$ cat src/rtl/vol_pkg.sv
// Shared types and constants for the volatility write-side feed.
// Holds the sequencer state encoding, the Q32.32 unit value and default index widths.
package vol_pkg;

    typedef enum logic {
        PASS  = 1'b0,
        FLUSH = 1'b1
    } state_t;

    localparam logic [63:0] FP_ONE = 64'h1_0000_0000;

    localparam int NUM_STOCKS_DEF  = 4;
    localparam int BUFFER_SIZE_DEF = 32;
    localparam int STOCK_ID_W      = $clog2(NUM_STOCKS_DEF);
    localparam int PTR_W           = $clog2(BUFFER_SIZE_DEF);

endpackage

$ cat src/rtl/volatility_feed_ctrl_recip_lut.sv
// Window-size reciprocal table: n (1..BUFFER_SIZE) -> floor(2^32/n) in Q32.32.
// Purely combinational, no backpressure; out-of-range n (including 0) yields 0.
module recip_lut
    import vol_pkg::*;
#(
    parameter int FP_WORD_SIZE = 64,
    parameter int DATA_WIDTH   = 32,
    parameter int BUFFER_SIZE  = 32
) (
    input  logic [DATA_WIDTH-1:0]   n_i,
    output logic [FP_WORD_SIZE-1:0] recip_o
);

    logic [FP_WORD_SIZE-1:0] table_w [BUFFER_SIZE+1];

    for (genvar g = 0; g <= BUFFER_SIZE; g++) begin : g_tbl
        if (g == 0) begin : g_zero
            assign table_w[g] = '0;
        end else begin : g_val
            assign table_w[g] = FP_WORD_SIZE'(FP_ONE / 64'(g));
        end
    end

    always_comb begin
        recip_o = '0;
        for (int i = 1; i <= BUFFER_SIZE; i++) begin
            if (n_i == DATA_WIDTH'(i)) begin
                recip_o = table_w[i];
            end
        end
    end

endmodule

$ cat src/rtl/volatility_feed_ctrl.sv
// Per-stock circular write sequencer for volatility_mem with a BUFFER_SIZE-cycle zero-fill flush.
// 1-cycle registered write per accepted update; o_ready drops while flushing or when a flush is requested.
module volatility_feed_ctrl
    import vol_pkg::*;
#(
    parameter int FP_WORD_SIZE = 64,
    parameter int DATA_WIDTH   = 32,
    parameter int BUFFER_SIZE  = 32,
    parameter int NUM_STOCKS   = 4
) (
    input  logic                                      i_clk,
    input  logic                                      i_reset,
    input  logic                                      i_valid,
    output logic                                      o_ready,
    input  logic [$clog2(NUM_STOCKS)-1:0]             i_stock_id,
    input  logic [DATA_WIDTH-1:0]                     i_best_bid,
    input  logic [DATA_WIDTH-1:0]                     i_best_ask,
    input  logic                                      i_flush,
    input  logic [$clog2(NUM_STOCKS)-1:0]             i_flush_stock_id,
    output logic                                      o_flush_busy,
    output logic                                      o_valid,
    output logic [$clog2(NUM_STOCKS*BUFFER_SIZE)-1:0] o_write_address,
    output logic [$clog2(NUM_STOCKS)-1:0]             o_stock_id,
    output logic [DATA_WIDTH-1:0]                     o_best_bid,
    output logic [DATA_WIDTH-1:0]                     o_best_ask,
    output logic [DATA_WIDTH-1:0]                     o_buffer_size,
    output logic [FP_WORD_SIZE-1:0]                   o_buffer_size_reciprocal,
    output logic                                      o_window_full
);

    localparam int SW = $clog2(NUM_STOCKS);
    localparam int PW = $clog2(BUFFER_SIZE);
    localparam int AW = SW + PW;
    localparam int CW = $clog2(BUFFER_SIZE + 1);

    state_t                  state_q, state_d;
    logic [SW-1:0]           flush_id_q, flush_id_d;
    logic [PW-1:0]           k_q, k_d;
    logic [PW-1:0]           ptr_q [NUM_STOCKS];
    logic [PW-1:0]           ptr_d [NUM_STOCKS];
    logic [CW-1:0]           cnt_q [NUM_STOCKS];
    logic [CW-1:0]           cnt_d [NUM_STOCKS];
    logic [CW-1:0]           new_cnt;

    logic                    valid_q, valid_d;
    logic [AW-1:0]           addr_q, addr_d;
    logic [SW-1:0]           stock_q, stock_d;
    logic [DATA_WIDTH-1:0]   bid_q, bid_d;
    logic [DATA_WIDTH-1:0]   ask_q, ask_d;
    logic [DATA_WIDTH-1:0]   size_q, size_d;
    logic [FP_WORD_SIZE-1:0] recip_q, recip_d;
    logic                    full_q, full_d;

    assign o_ready      = (state_q == PASS) && !i_flush;
    assign o_flush_busy = (state_q == FLUSH);

    // Reciprocal is looked up on the next-state size so it registers alongside it.
    recip_lut #(
        .FP_WORD_SIZE (FP_WORD_SIZE),
        .DATA_WIDTH   (DATA_WIDTH),
        .BUFFER_SIZE  (BUFFER_SIZE)
    ) u_recip_lut (
        .n_i     (size_d),
        .recip_o (recip_d)
    );

    always_comb begin
        state_d    = state_q;
        flush_id_d = flush_id_q;
        k_d        = k_q;
        ptr_d      = ptr_q;
        cnt_d      = cnt_q;
        new_cnt    = '0;
        valid_d    = 1'b0;
        addr_d     = addr_q;
        stock_d    = stock_q;
        bid_d      = bid_q;
        ask_d      = ask_q;
        size_d     = size_q;
        full_d     = full_q;
        case (state_q)
            PASS: begin
                if (i_flush) begin
                    state_d    = FLUSH;
                    flush_id_d = i_flush_stock_id;
                    k_d        = '0;
                end else if (i_valid) begin
                    new_cnt = (cnt_q[i_stock_id] == CW'(BUFFER_SIZE)) ?
                              cnt_q[i_stock_id] : cnt_q[i_stock_id] + 1'b1;
                    ptr_d[i_stock_id] = ptr_q[i_stock_id] + 1'b1;
                    cnt_d[i_stock_id] = new_cnt;
                    valid_d = 1'b1;
                    addr_d  = {i_stock_id, ptr_q[i_stock_id]};
                    stock_d = i_stock_id;
                    bid_d   = i_best_bid;
                    ask_d   = i_best_ask;
                    size_d  = DATA_WIDTH'(new_cnt);
                    full_d  = (new_cnt == CW'(BUFFER_SIZE));
                end
            end
            FLUSH: begin
                valid_d = 1'b1;
                addr_d  = {flush_id_q, k_q};
                stock_d = flush_id_q;
                bid_d   = '0;
                ask_d   = '0;
                size_d  = DATA_WIDTH'(BUFFER_SIZE);
                full_d  = 1'b1;
                k_d     = k_q + 1'b1;
                if (k_q == PW'(BUFFER_SIZE - 1)) begin
                    ptr_d[flush_id_q] = '0;
                    cnt_d[flush_id_q] = '0;
                    state_d           = PASS;
                end
            end
            default: state_d = PASS;
        endcase
    end

    always_ff @(posedge i_clk) begin
        if (i_reset) begin
            state_q    <= PASS;
            flush_id_q <= '0;
            k_q        <= '0;
            for (int i = 0; i < NUM_STOCKS; i++) begin
                ptr_q[i] <= '0;
                cnt_q[i] <= '0;
            end
            valid_q <= 1'b0;
            addr_q  <= '0;
            stock_q <= '0;
            bid_q   <= '0;
            ask_q   <= '0;
            size_q  <= '0;
            recip_q <= '0;
            full_q  <= 1'b0;
        end else begin
            state_q    <= state_d;
            flush_id_q <= flush_id_d;
            k_q        <= k_d;
            ptr_q      <= ptr_d;
            cnt_q      <= cnt_d;
            valid_q    <= valid_d;
            addr_q     <= addr_d;
            stock_q    <= stock_d;
            bid_q      <= bid_d;
            ask_q      <= ask_d;
            size_q     <= size_d;
            recip_q    <= recip_d;
            full_q     <= full_d;
        end
    end

    assign o_valid                  = valid_q;
    assign o_write_address          = addr_q;
    assign o_stock_id               = stock_q;
    assign o_best_bid               = bid_q;
    assign o_best_ask               = ask_q;
    assign o_buffer_size            = size_q;
    assign o_buffer_size_reciprocal = recip_q;
    assign o_window_full            = full_q;

endmodule
$ cat config.mk
export PLATFORM = sky130hd
export DESIGN_NAME = volatility_feed_ctrl
export DESIGN_NICKNAME = d
export VERILOG_FILES = /design/src/rtl/vol_pkg.sv /design/src/rtl/volatility_feed_ctrl_recip_lut.sv /design/src/rtl/volatility_feed_ctrl.sv
export SDC_FILE = /design/constraint.sdc
export NUM_CORES = 1
export LEC_CHECK = 0
export CAP_MARGIN = 20
export CORE_MARGIN = 5
export CORE_UTILIZATION = 40
export CTS_CLUSTER_DIAMETER = 150
export DETAILED_ROUTE_END_ITERATION = 10
export MAX_ROUTING_LAYER = met4
export PLACE_DENSITY = 0.69
export REMOVE_ABC_BUFFERS = 1
export SLEW_MARGIN = 40
export SYNTH_ARGS = -nofsm -noshare
export SYNTH_HDL_FRONTEND = slang
export SYNTH_SLANG_ARGS = --single-unit
$ cat constraint.sdc
create_clock -name i_clk -period 3.8 [get_ports i_clk]
set_input_delay 0.38 -clock i_clk [delete_from_list [all_inputs] [get_ports i_clk]]
set_output_delay 0.38 -clock i_clk [all_outputs]
set_load 0.02 [all_outputs]
* After elaboration in Yosys (flattened, before gate mapping)
Cells that the tools add are included.
** Word-level totals
- Register bits after elaboration :: 192
- Bits of input ports :: 72
- Output and inout bits :: 173
- Logic and storage cells :: 188
** Cells by class
- Add/sub/neg operators :: 3
- Order comparisons :: 4
- Equality and inequality tests :: 39
- Mux-type cells :: 83
- Bitwise logic cells :: 7
- Reductions and logical operators :: 20
** Operators by type and width (count)
- 32-bit by 5-bit == test with 1-bit output (second input constant) :: 16
- 28-bit two-way mux :: 16
- 32-bit by 4-bit == test with 1-bit output (second input constant) :: 8
- 29-bit two-way mux :: 8
- 32-bit two-way mux :: 7
- 32-bit case mux with 2 select lines :: 3
- 32-bit by 3-bit == test with 1-bit output (second input constant) :: 4
- 30-bit two-way mux :: 4
- 24-bit two-way mux :: 3
- 32-bit by 2-bit == test with 1-bit output (second input constant) :: 2
- 31-bit two-way mux :: 2
- 20-bit two-way mux :: 3
- 24-bit case mux with 2 select lines :: 1
- 20-bit case mux with 2 select lines :: 1
- 33-bit two-way mux :: 1
- 32-bit by 1-bit == test with 1-bit output (second input constant) :: 1
- 32-bit by 6-bit == test with 1-bit output (second input constant) :: 1
- 32-bit OR reduction :: 1
- 31-bit OR reduction :: 1
- 6-bit two-way mux :: 5
- 29-bit OR reduction :: 1
- 5-bit two-way mux :: 5
- 25-bit OR reduction :: 1
- 24-bit bitwise AND :: 1
- other kinds (39) :: 60

* Longest topological paths before layout
Gate-level depths: netlist (run 1).
- Depth after elaboration :: 42
- Depth in mapped cells :: 13
- Gate-level depth less buffers :: 11

* Hierarchy
From an unflattened synthesis (run 1), not the netlist that was laid out.
** Unflattened totals
- Cells, all modules :: 1110
- Area total of the unflattened synthesis :: 9462.8 µm²
** By module, submodules not included
- volatility_feed_ctrl :: instances 1, cells each 835, area an instance 7787.5 µm², seq. area each 4424.2 µm²
- recip_lut :: instances 1, cells each 275, area an instance 1675.4 µm², seq. area each 0.0 µm²

* Worst setup path after synthesis (run 1)
No wires, ideal clock.
- Path kind :: input-to-reg
- Start :: input i_stock_id[0]
- End :: register recip_q[26], in the netlist o_buffer_size_reciprocal[26]
- Library setup time :: 103 ps
- Data arrival time :: 3320 ps
- Data required time :: 3697 ps
- Slack :: 376 ps
- Stages on the path :: 10
- Buffers on the path :: 2
- Cell sequence :: buf_6 -> mux4_2 -> ha_1 -> clkbuf_1 -> xnor2_1 -> a31oi_4 -> a32oi_2 -> nor4b_2 -> and4b_1 -> a2111oi_2
** On the way
- Word-level cells in the longest chain between the ends :: 30
- Elaborated cells on any way between the ends :: 62
- Those cells by class :: add/sub (1); eq/ne (32); mux (27); bitwise (1); reduce/logical (1)
** Ends and longest elaborated chain
- start: declaration :: RTL line volatility_feed_ctrl.sv:15 : input logic [$clog2(NUM_STOCKS)-1:0] i_stock_id,
- 2-bit inverter with 3-bit output (implied by the code) (*) :: RTL line volatility_feed_ctrl.sv:88, volatility_feed_ctrl.sv:89
- 6-bit binary-select mux with 2-bit select (*) :: RTL line volatility_feed_ctrl.sv:88, volatility_feed_ctrl.sv:89
- 6-bit two-way mux (implied by the code) (*) (2 in a row) :: RTL line volatility_feed_ctrl.sv:88, volatility_feed_ctrl.sv:89
- 6-bit by 1-bit adder with 6-bit output or 6-bit == test (tied branches) :: RTL line volatility_feed_ctrl.sv:89, volatility_feed_ctrl.sv:88
- 6-bit two-way mux (*) :: RTL line volatility_feed_ctrl.sv:88 : new_cnt = (cnt_q[i_stock_id] == CW'(BUFFER_SIZE)) ?
- 32-bit two-way mux (*) :: RTL line volatility_feed_ctrl.sv:87 : end else if (i_valid) begin
- 32-bit two-way mux (*) :: RTL line volatility_feed_ctrl.sv:83 : if (i_flush) begin
- 32-bit case mux with 2 select lines (*) :: RTL line volatility_feed_ctrl.sv:81 : case (state_q)
- 32-bit by 2-bit == test with 1-bit output :: RTL line volatility_feed_ctrl_recip_lut.sv:27 : if (n_i == DATA_WIDTH'(i)) begin
- 32-bit two-way mux :: RTL line volatility_feed_ctrl_recip_lut.sv:27
- 31-bit two-way mux (2 in a row) :: RTL line volatility_feed_ctrl_recip_lut.sv:27
- 30-bit two-way mux (4 in a row) :: RTL line volatility_feed_ctrl_recip_lut.sv:27
- 29-bit two-way mux (8 in a row) :: RTL line volatility_feed_ctrl_recip_lut.sv:27
- 28-bit two-way mux (5 in a row) :: RTL line volatility_feed_ctrl_recip_lut.sv:27
- end signal: assignment :: RTL line volatility_feed_ctrl.sv:149 : recip_q <= recip_d;
- end: declaration :: RTL line volatility_feed_ctrl.sv:51 : logic [FP_WORD_SIZE-1:0] recip_q, recip_d;
Every way passes the cells marked *; elsewhere a longest branch is shown, timed or not. The select of a mux whose other input is x is not followed.
A chain may end at the register's enable or synchronous reset.

* Worst setup path in the final report (run 1)
- Start :: input i_stock_id[0]
- End :: register recip_q[14], in the netlist o_buffer_size_reciprocal[14]
** On the way
- Word-level cells in the longest chain between the ends :: 38
- Elaborated cells on any way between the ends :: 70
- Those cells by class :: add/sub (1); eq/ne (32); mux (35); bitwise (1); reduce/logical (1)
** Ends and longest elaborated chain (RTL line)
- 2-bit inverter with 3-bit output (implied by the code) (*) :: volatility_feed_ctrl.sv:88, volatility_feed_ctrl.sv:89
- 6-bit binary-select mux with 2-bit select (*) :: volatility_feed_ctrl.sv:88, volatility_feed_ctrl.sv:89
- 6-bit two-way mux (implied by the code) (*) (2 in a row) :: volatility_feed_ctrl.sv:88, volatility_feed_ctrl.sv:89
- 6-bit by 1-bit adder with 6-bit output or 6-bit == test (tied branches) :: volatility_feed_ctrl.sv:89, volatility_feed_ctrl.sv:88
- 6-bit two-way mux (*) :: volatility_feed_ctrl.sv:88
- 32-bit two-way mux (*) :: volatility_feed_ctrl.sv:87
- 32-bit two-way mux (*) :: volatility_feed_ctrl.sv:83
- 32-bit case mux with 2 select lines (*) :: volatility_feed_ctrl.sv:81
- 32-bit by 2-bit == test with 1-bit output :: volatility_feed_ctrl_recip_lut.sv:27
- 32-bit two-way mux :: volatility_feed_ctrl_recip_lut.sv:27
- 31-bit two-way mux (2 in a row) :: volatility_feed_ctrl_recip_lut.sv:27
- 30-bit two-way mux (4 in a row) :: volatility_feed_ctrl_recip_lut.sv:27
- 29-bit two-way mux (8 in a row) :: volatility_feed_ctrl_recip_lut.sv:27
- 28-bit two-way mux (13 in a row) :: volatility_feed_ctrl_recip_lut.sv:27
Marked as above.

==> results.txt, run 1 <==
# rows - 53
clk_skew - 9.184 ps
actual slew at the worst max-slew pin - 744.3 ps
register area - 3804 sq um
type of the worst min-delay path - in -> reg
number of warnings issued by yosys - 0
Avg Cell Area, Syn - 8.604 sq um
Data required, critical path - 4110 ps
GP Congestion - 1.022
RSZ-0062 raised after global routing - no
Critical path origin - i_stock_id[0]
worst path cell trace - clkdlybuf4s50_1 -> mux4_2 -> inv_1 -> ha_1 -> nand2_1 -> o22ai_2 -> a311oi_2 -> o31a_1 -> and4_1 -> a221o_1 -> nor3_1 -> a21oi_1
period utilization - 92.33%
fmax - 0.2850 GHz
GR Overflow Total - 0
hold path start - i_reset
hold path endpoint - o_buffer_size[0]
ys async rst share - 0%
FILL cells - 1893
met3 usage - 4.561%
Tmin final - 3509 ps
Slew HR - 50.38%
Final Non-Filler Cells - 1556
FF+latch count, synth - 190
number of diodes - 0
GRT met1 Usage - 28.75%
reg2reg setup slack - 540 ps
Worst Path Max Fanout - 9
GRT met2 Usage - 37.19%
clk slew on worst S/H paths - 70 ps
clk sinks - 190
TritonCTS clock tree - built
Post-Synthesis Cells - 974
die area - 23950 sq um
later-pin clock latency in the skew report - 440 ps
vias after detailed routing - 8131
peak supply drop - 297.2 uV
port bufs - 213
Slew Viols, Final - 0
Final setup viols - 0
Initial Util - 40.25%
ratio of cells with drive above 1 in the final layout - 16.63%
first-pass GRT wire length - 42520 microns
TritonCTS buffer count - 17
vias in the first global route - 7590
CP Buf/Inv Count - 2
leakage power - 0.004539 uW
Layout Nets - 1345
initial antenna violation count - 0
pin count of the biggest net entering global routing - 71
area delta synth->final - 44.25%
ys flop type - dfxtp_1
post-route design area - 12090 sq um
footprint of the multi-input gates - 4156 sq um
Seq/Total Area, Yosys - 45.39%
critical path's slowest cell - clkdlybuf4s50_1
Unique masters post-synth - 80
R2R Path End - o_buffer_size_reciprocal[14]
WL/cell - 17.55 microns
Ports - 245
maximum capacitance violations - 0
die height - 154.7 microns
kind of cell adding the most delay to the critical path - compound AO/OA/AOI/OAI gates
final core occ - 58.06%
clk root buf - clkbuf_16
Synth area leaders - dfxtp_1 45%, nand2_1 7.5%, a21oi_1 6.2%
number of synthesized flops with an enable pin - 0
drt first pass iters - 5
kind of critical path - in -> reg
DRT antenna net count - 0
DR iter-0 viols - 624
crit start category - primary input
r2r startpoint - cnt_q[0]
mapped cell area - 8381 sq um
drt via density - 5.226
drt drc - 0
Min-Delay Path Depth - 3
total track usage - 22.75%
WL final - 27310 microns
endpoint class of the critical path - register
Synth top area share - 45.39%
Hold Vio Cnt, Final - 0
Final HPWL DP - 20620 microns
H-Tree Depth - 4
core area - 20820 sq um
die width - 154.7 microns
PwrDens - 371.1 nW/um^2
gr busiest metal - met2
status - complete, no violations
Clock Tree Buf Depth - 2
Worst path max stage delay - 560 ps
Worst EP arrival - 3810 ps
Reg2Reg Depth - 11
placed inst area - 11440 sq um
largest area contributor in the netlist - dfxtp_1
# placed instances - 1524
## worst max path at each step
| stage | endpoint | slack (ps) | depth (start not counted) |
|---|---|---|---|
| after floorplan | ptr_q[18] | -1680 | 6 |
| after global placement | o_buffer_size_reciprocal[11] | -310 | 14 |
| after detailed placement | o_buffer_size_reciprocal[11] | -310 | 14 |
| after CTS | o_buffer_size_reciprocal[11] | 150 | 14 |
| after global routing | o_buffer_size_reciprocal[26] | 10 | 12 |
| final | o_buffer_size_reciprocal[14] | 290 | 12 |
## layout make-up
type                    instances  share of cell area [%]
flip-flops and latches        190                   31.46
repair buffers                342                   25.71
well taps                     275                   2.846
multi-input cells             707                   34.38
clock inverters                15                   1.770
clock buffers                  17                   3.519
inverters                      10                  0.3105
## what timing repair did
item,4_1_cts,5_1_grt
resized for setup,0,1
hold buffers,0,0
buffers inserted,0,0
setup endpoints to repair,0,3
## synthesized netlist by cell type (8+ instances only)
cell      instances
dfxtp_1         190
nand2_1         168
a21oi_1         103
nor2_1           92
clkbuf_1         50
a22oi_1          40
and2_1           36
buf_4            34
nor3_1           20
a31oi_1          18
o21ai_0          16
nand3_1          13
and3_1           11
mux4_2           11
nor4_1           11
inv_1            10
a211oi_1          9
a21o_1            8
## worst reg2reg max path: stages (launching register included)
cell and delay, ps:
dfxtp_1 320, mux4_2 480, inv_1 100, ha_1 170
nand2_1 70, o22ai_2 270, a311oi_2 210, o31a_1 450
and4_1 270, a221o_1 370, nor3_1 290, a21oi_1 130
## where the power goes
part           internal, uW  total [uW]  switching [uW]  leakage (uW)
clock network          1020        1910             894      0.000308
logic                   232         525             293       0.00269
registers              2030        2050            25.8       0.00154
## kinds of logic after synthesis
group | count (synthesis) | synth area share [%]
AO/OA/AOI/OAI | 248 | 19.89
XOR/XNOR | 8 | 1.015
adder cells (fa/ha/maj) | 5 | 0.7465
buffers and inverters | 107 | 6.659
flip-flops | 190 | 45.39
multiplexers | 16 | 3.583
other | 1 | 0.04475
AND/OR/NAND/NOR | 399 | 22.68
## layer usage
| metal | vias to the layer above | wire (microns) | part of all wire, % |
|---|---|---|---|
| li1 | 3965 | - | - |
| met1 | 3824 | 11740 | 43 |
| met2 | 303 | 13070 | 48 |
| met3 | 39 | 1898 | 7.0 |
| met4 | 0 | 598 | 2.2 |
| met5 | - | 0 | 0 |
## state kept, by name, indices dropped and copies added, names as in the netlist
register                  cells
o_buffer_size_reciprocal     33
o_best_ask                   32
o_best_bid                   32
o_buffer_size                32
cnt_q                        24
ptr_q                        20
o_write_address               7
k_q                           5
flush_id_q                    2
o_flush_busy                  1
o_valid                       1
o_window_full                 1
## per-stage QoR
step                total power, uW  worst slack, ps  hold slack [ps]  setup TNS [ps]
global route                   4661            14.02            340.7               0
global placement               2620           -312.2            441.3          -619.8
finish                         4486            291.3            336.3               0
floorplan                      2335            -1676            427.3         -104460
detailed placement             2620           -305.3            445.9           -1173
CTS                            4527            149.4            325.8               0
## cell usage in the layout, fill, tap and decap left out, types with 20 or more instances in the layout
cell type        instances
a21oi_1                103
nor2_1                  92
conb_1                  31
nand2_1                167
nor3_1                  20
a22oi_1                 40
dfxtp_1                190
buf_4                  128
and2_1                  36
clkdlybuf4s50_1        212
No activity file was read; power rests on OpenSTA's default activity.
==> run 2, diff against run 1 <==
--- a/config.mk
+++ b/config.mk
@@ -13,6 +13,7 @@
 export MAX_ROUTING_LAYER = met4
 export PLACE_DENSITY = 0.69
 export REMOVE_ABC_BUFFERS = 1
+export SETUP_SLACK_MARGIN = 0.3
 export SLEW_MARGIN = 40
 export SYNTH_ARGS = -nofsm -noshare
 export SYNTH_HDL_FRONTEND = slang
==> run 2 against run 1 <==
Against the previous run: register-to-register slack improved by 90 ps; utilization rose by 0.44 points; die area did not move; maximum frequency rose by 10%; count of clock-buffer cells in the layout did not move; clock power barely moved; highest routed layer unchanged; sequential share of layout area fell by 0.24 points; critical endpoint unchanged; non-clock buffer count rose by 4; largest power group unchanged; clock skew rose by 0.56 ps; combinational power rose by 0.8%; worst setup slack improved by 320 ps; sequential power barely moved.
==> results.txt, run 2 (synthesis results as in run 1) <==
PwrDens - 368.5 nW/um^2 (-0.69%)
Int Power - 3276 uW (about the same)
Ports - 245 (unchanged)
initial antenna violation count - 0 (unchanged)
first-pass GRT wire length - 42550 microns (about the same)
peak supply drop - 298.1 uV (+0.31%)
Slew HR - 50.73% (+0.36 points)
vias after detailed routing - 8109 (-0.27%)
Hold Vio Cnt, Final - 0 (unchanged)
drt first pass iters - 5 (unchanged)
GP Congestion - 1.022 (unchanged)
crit start category - primary input
Worst path max stage delay - 530 ps (-30 ps)
Final Non-Filler Cells - 1560 (+0.26%)
flip-flop count of the largest register after layout - 33 (unchanged)
# rows - 53 (unchanged)
Clock Tree Buf Depth - 2 (unchanged)
WL final - 27410 microns (+0.40%)
clk_skew - 9.745 ps (+0.5609 ps)
Tmin final - 3190 ps (-318.4 ps)
actual slew at the worst max-slew pin - 739.0 ps (-5.329 ps)
Data required, critical path - 4100 ps (about the same)
DR iter-0 viols - 603 (-3.4%)
power share of the sequential group - 45.7% (about the same)
die height - 154.7 microns (unchanged)
TritonCTS clock tree - built
clk sinks - 190 (unchanged)
status - complete, no violations
CP Buf/Inv Count - 2 (unchanged)
post-route setup slack - 609.7 ps (+318.4 ps)
core area - 20820 sq um (unchanged)
number of diodes - 0 (unchanged)
ratio of cells with drive above 1 in the final layout - 17.43% (+0.80 points)
H-Tree Depth - 4 (unchanged)
area delta synth->final - 45.34%
fmax - 0.3135 GHz (+10%)
Layout Nets - 1349 (+0.30%)
Final HPWL DP - 20620 microns (unchanged)
Psw - 1213 uW (about the same)
commonest non-fill, non-tap cells in the layout - 211 x clkdlybuf4s50_1, 190 x dfxtp_1, 167 x nand2_1
maximum capacitance violations - 0 (unchanged)
Slew Viols, Final - 0 (unchanged)
total track usage - 22.76% (about the same)
TritonCTS buffer count - 17 (unchanged)
vias in the first global route - 7602 (+0.16%)
clk slew on worst S/H paths - 70 ps (about the same)
die area - 23950 sq um (unchanged)
drt drc - 0 (unchanged)
# placed instances - 1524 (unchanged)
later-pin clock latency in the skew report - 440 ps (about the same)
RSZ-0062 raised after global routing - no
clk root buf - clkbuf_16
GR Overflow Total - 0 (unchanged)
critical path's slowest cell - clkdlybuf4s50_1
switch share - 27.02% (about the same)
Final setup viols - 0 (unchanged)
port bufs - 213 (unchanged)
leakage power - 0.004600 uW (+1.4%)
hold-fix buffers at CTS - 0 (unchanged)
kind of cell adding the most delay to the critical path - compound AO/OA/AOI/OAI gates
period utilization - 83.95% (-8.4 points)
DRT antenna net count - 0 (unchanged)
kind of critical path - in -> reg
WL/cell - 17.57 microns (+0.14%)
pin count of the biggest net entering global routing - 71 (unchanged)
type of the worst min-delay path - in -> reg
Comb power frac - 11.8% (about the same)
Worst Path Max Fanout - 8 (-1)
pre-CTS setup slack - -305.3 ps (unchanged)
Initial Util - 40.25% (unchanged)
endpoint class of the critical path - register
Clock power frac - 42.5% (about the same)
Worst EP arrival - 3490 ps (-320 ps)
drt via density - 5.198 (-0.53%)
worst path cell trace - clkdlybuf4s50_1 -> mux4_2 -> inv_1 -> ha_1 -> nand2_1 -> o22ai_4 -> a311oi_2 -> o31a_1 -> and4_1 -> a221o_2 -> nor3_2 -> a21oi_1
die width - 154.7 microns (unchanged)
most common cell after layout, fill and taps aside - clkdlybuf4s50_1
## run 2: metrics by stage
stage	total power, uW	hold WS (ps)	utilization (%)	TNS [ps]	cell area (sq um)
2_1_floorplan	2335	427.3	-	-104460	7973
3_3_place_gp	2620	441.3	54.93	-619.8	11440
3_5_place_dp	2620	445.9	54.96	-1173	11440
4_1_cts	4527	325.8	58.06	0	12090
5_1_grt	4666	340.7	58.50	0	12180
6_report	4489	337.0	58.50	0	12180
## run 2: worst register-to-register path, stage by stage (launching register included)
cell and delay, ps:
dfxtp_1 320, mux4_2 480, inv_1 100, ha_1 170, nand2_1 90, o22ai_4 230
a311oi_2 200, o31a_1 430, and4_1 260, a221o_2 400, nor3_2 250, a21oi_1 120
## run 2: final cells by class
type	instances	area [sq um]
clock inverter	15	214.0
fill	1882	8642
tap	275	344.1
multi-input combinational	707	4215
inverter	10	37.54
sequential	190	3804
timing repair buffer	346	3141
clock buffer	17	425.4
## run 2: worst paths after layout
check	start	end	slack, ps	depth (start not counted)
worst max-delay path	i_stock_id[1]	o_buffer_size_reciprocal[14]	610	12
worst min-delay path	i_reset	o_buffer_size[0]	340	3
worst max register to register	cnt_q[0]	o_buffer_size_reciprocal[14]	630	11
worst min register to register	o_best_ask[16]	o_best_ask[16]	460	2
## run 2: timing repair
| item | in CTS | in global routing |
|---|---|---|
| gates resized for setup | 1 | 14 |
| setup endpoints to repair | 2 | 22 |
| pin swaps | 0 | 3 |
| endpoints found under the hold margin | 0 | 0 |
| setup buffers | 0 | 4 |
## run 2: power by group through the flow
stage / Sequential [uW] / Clock [uW] / Combinational, uW
floorplan: 2140 / 0 / 200
global placement: 2100 / 0 / 523
detailed placement: 2100 / 0 / 522
CTS: 2050 / 1950 / 525
global route: 2060 / 2040 / 568
finish: 2050 / 1910 / 529
## run 2: per-layer routing
metal	vias up	GRT usage (%)	wire, microns
met3	40	4.561	1990
met4	0	6.476	588
met2	313	37.21	13180
li1	3968	-	-
met5	-	-	0
met1	3788	28.77	11650
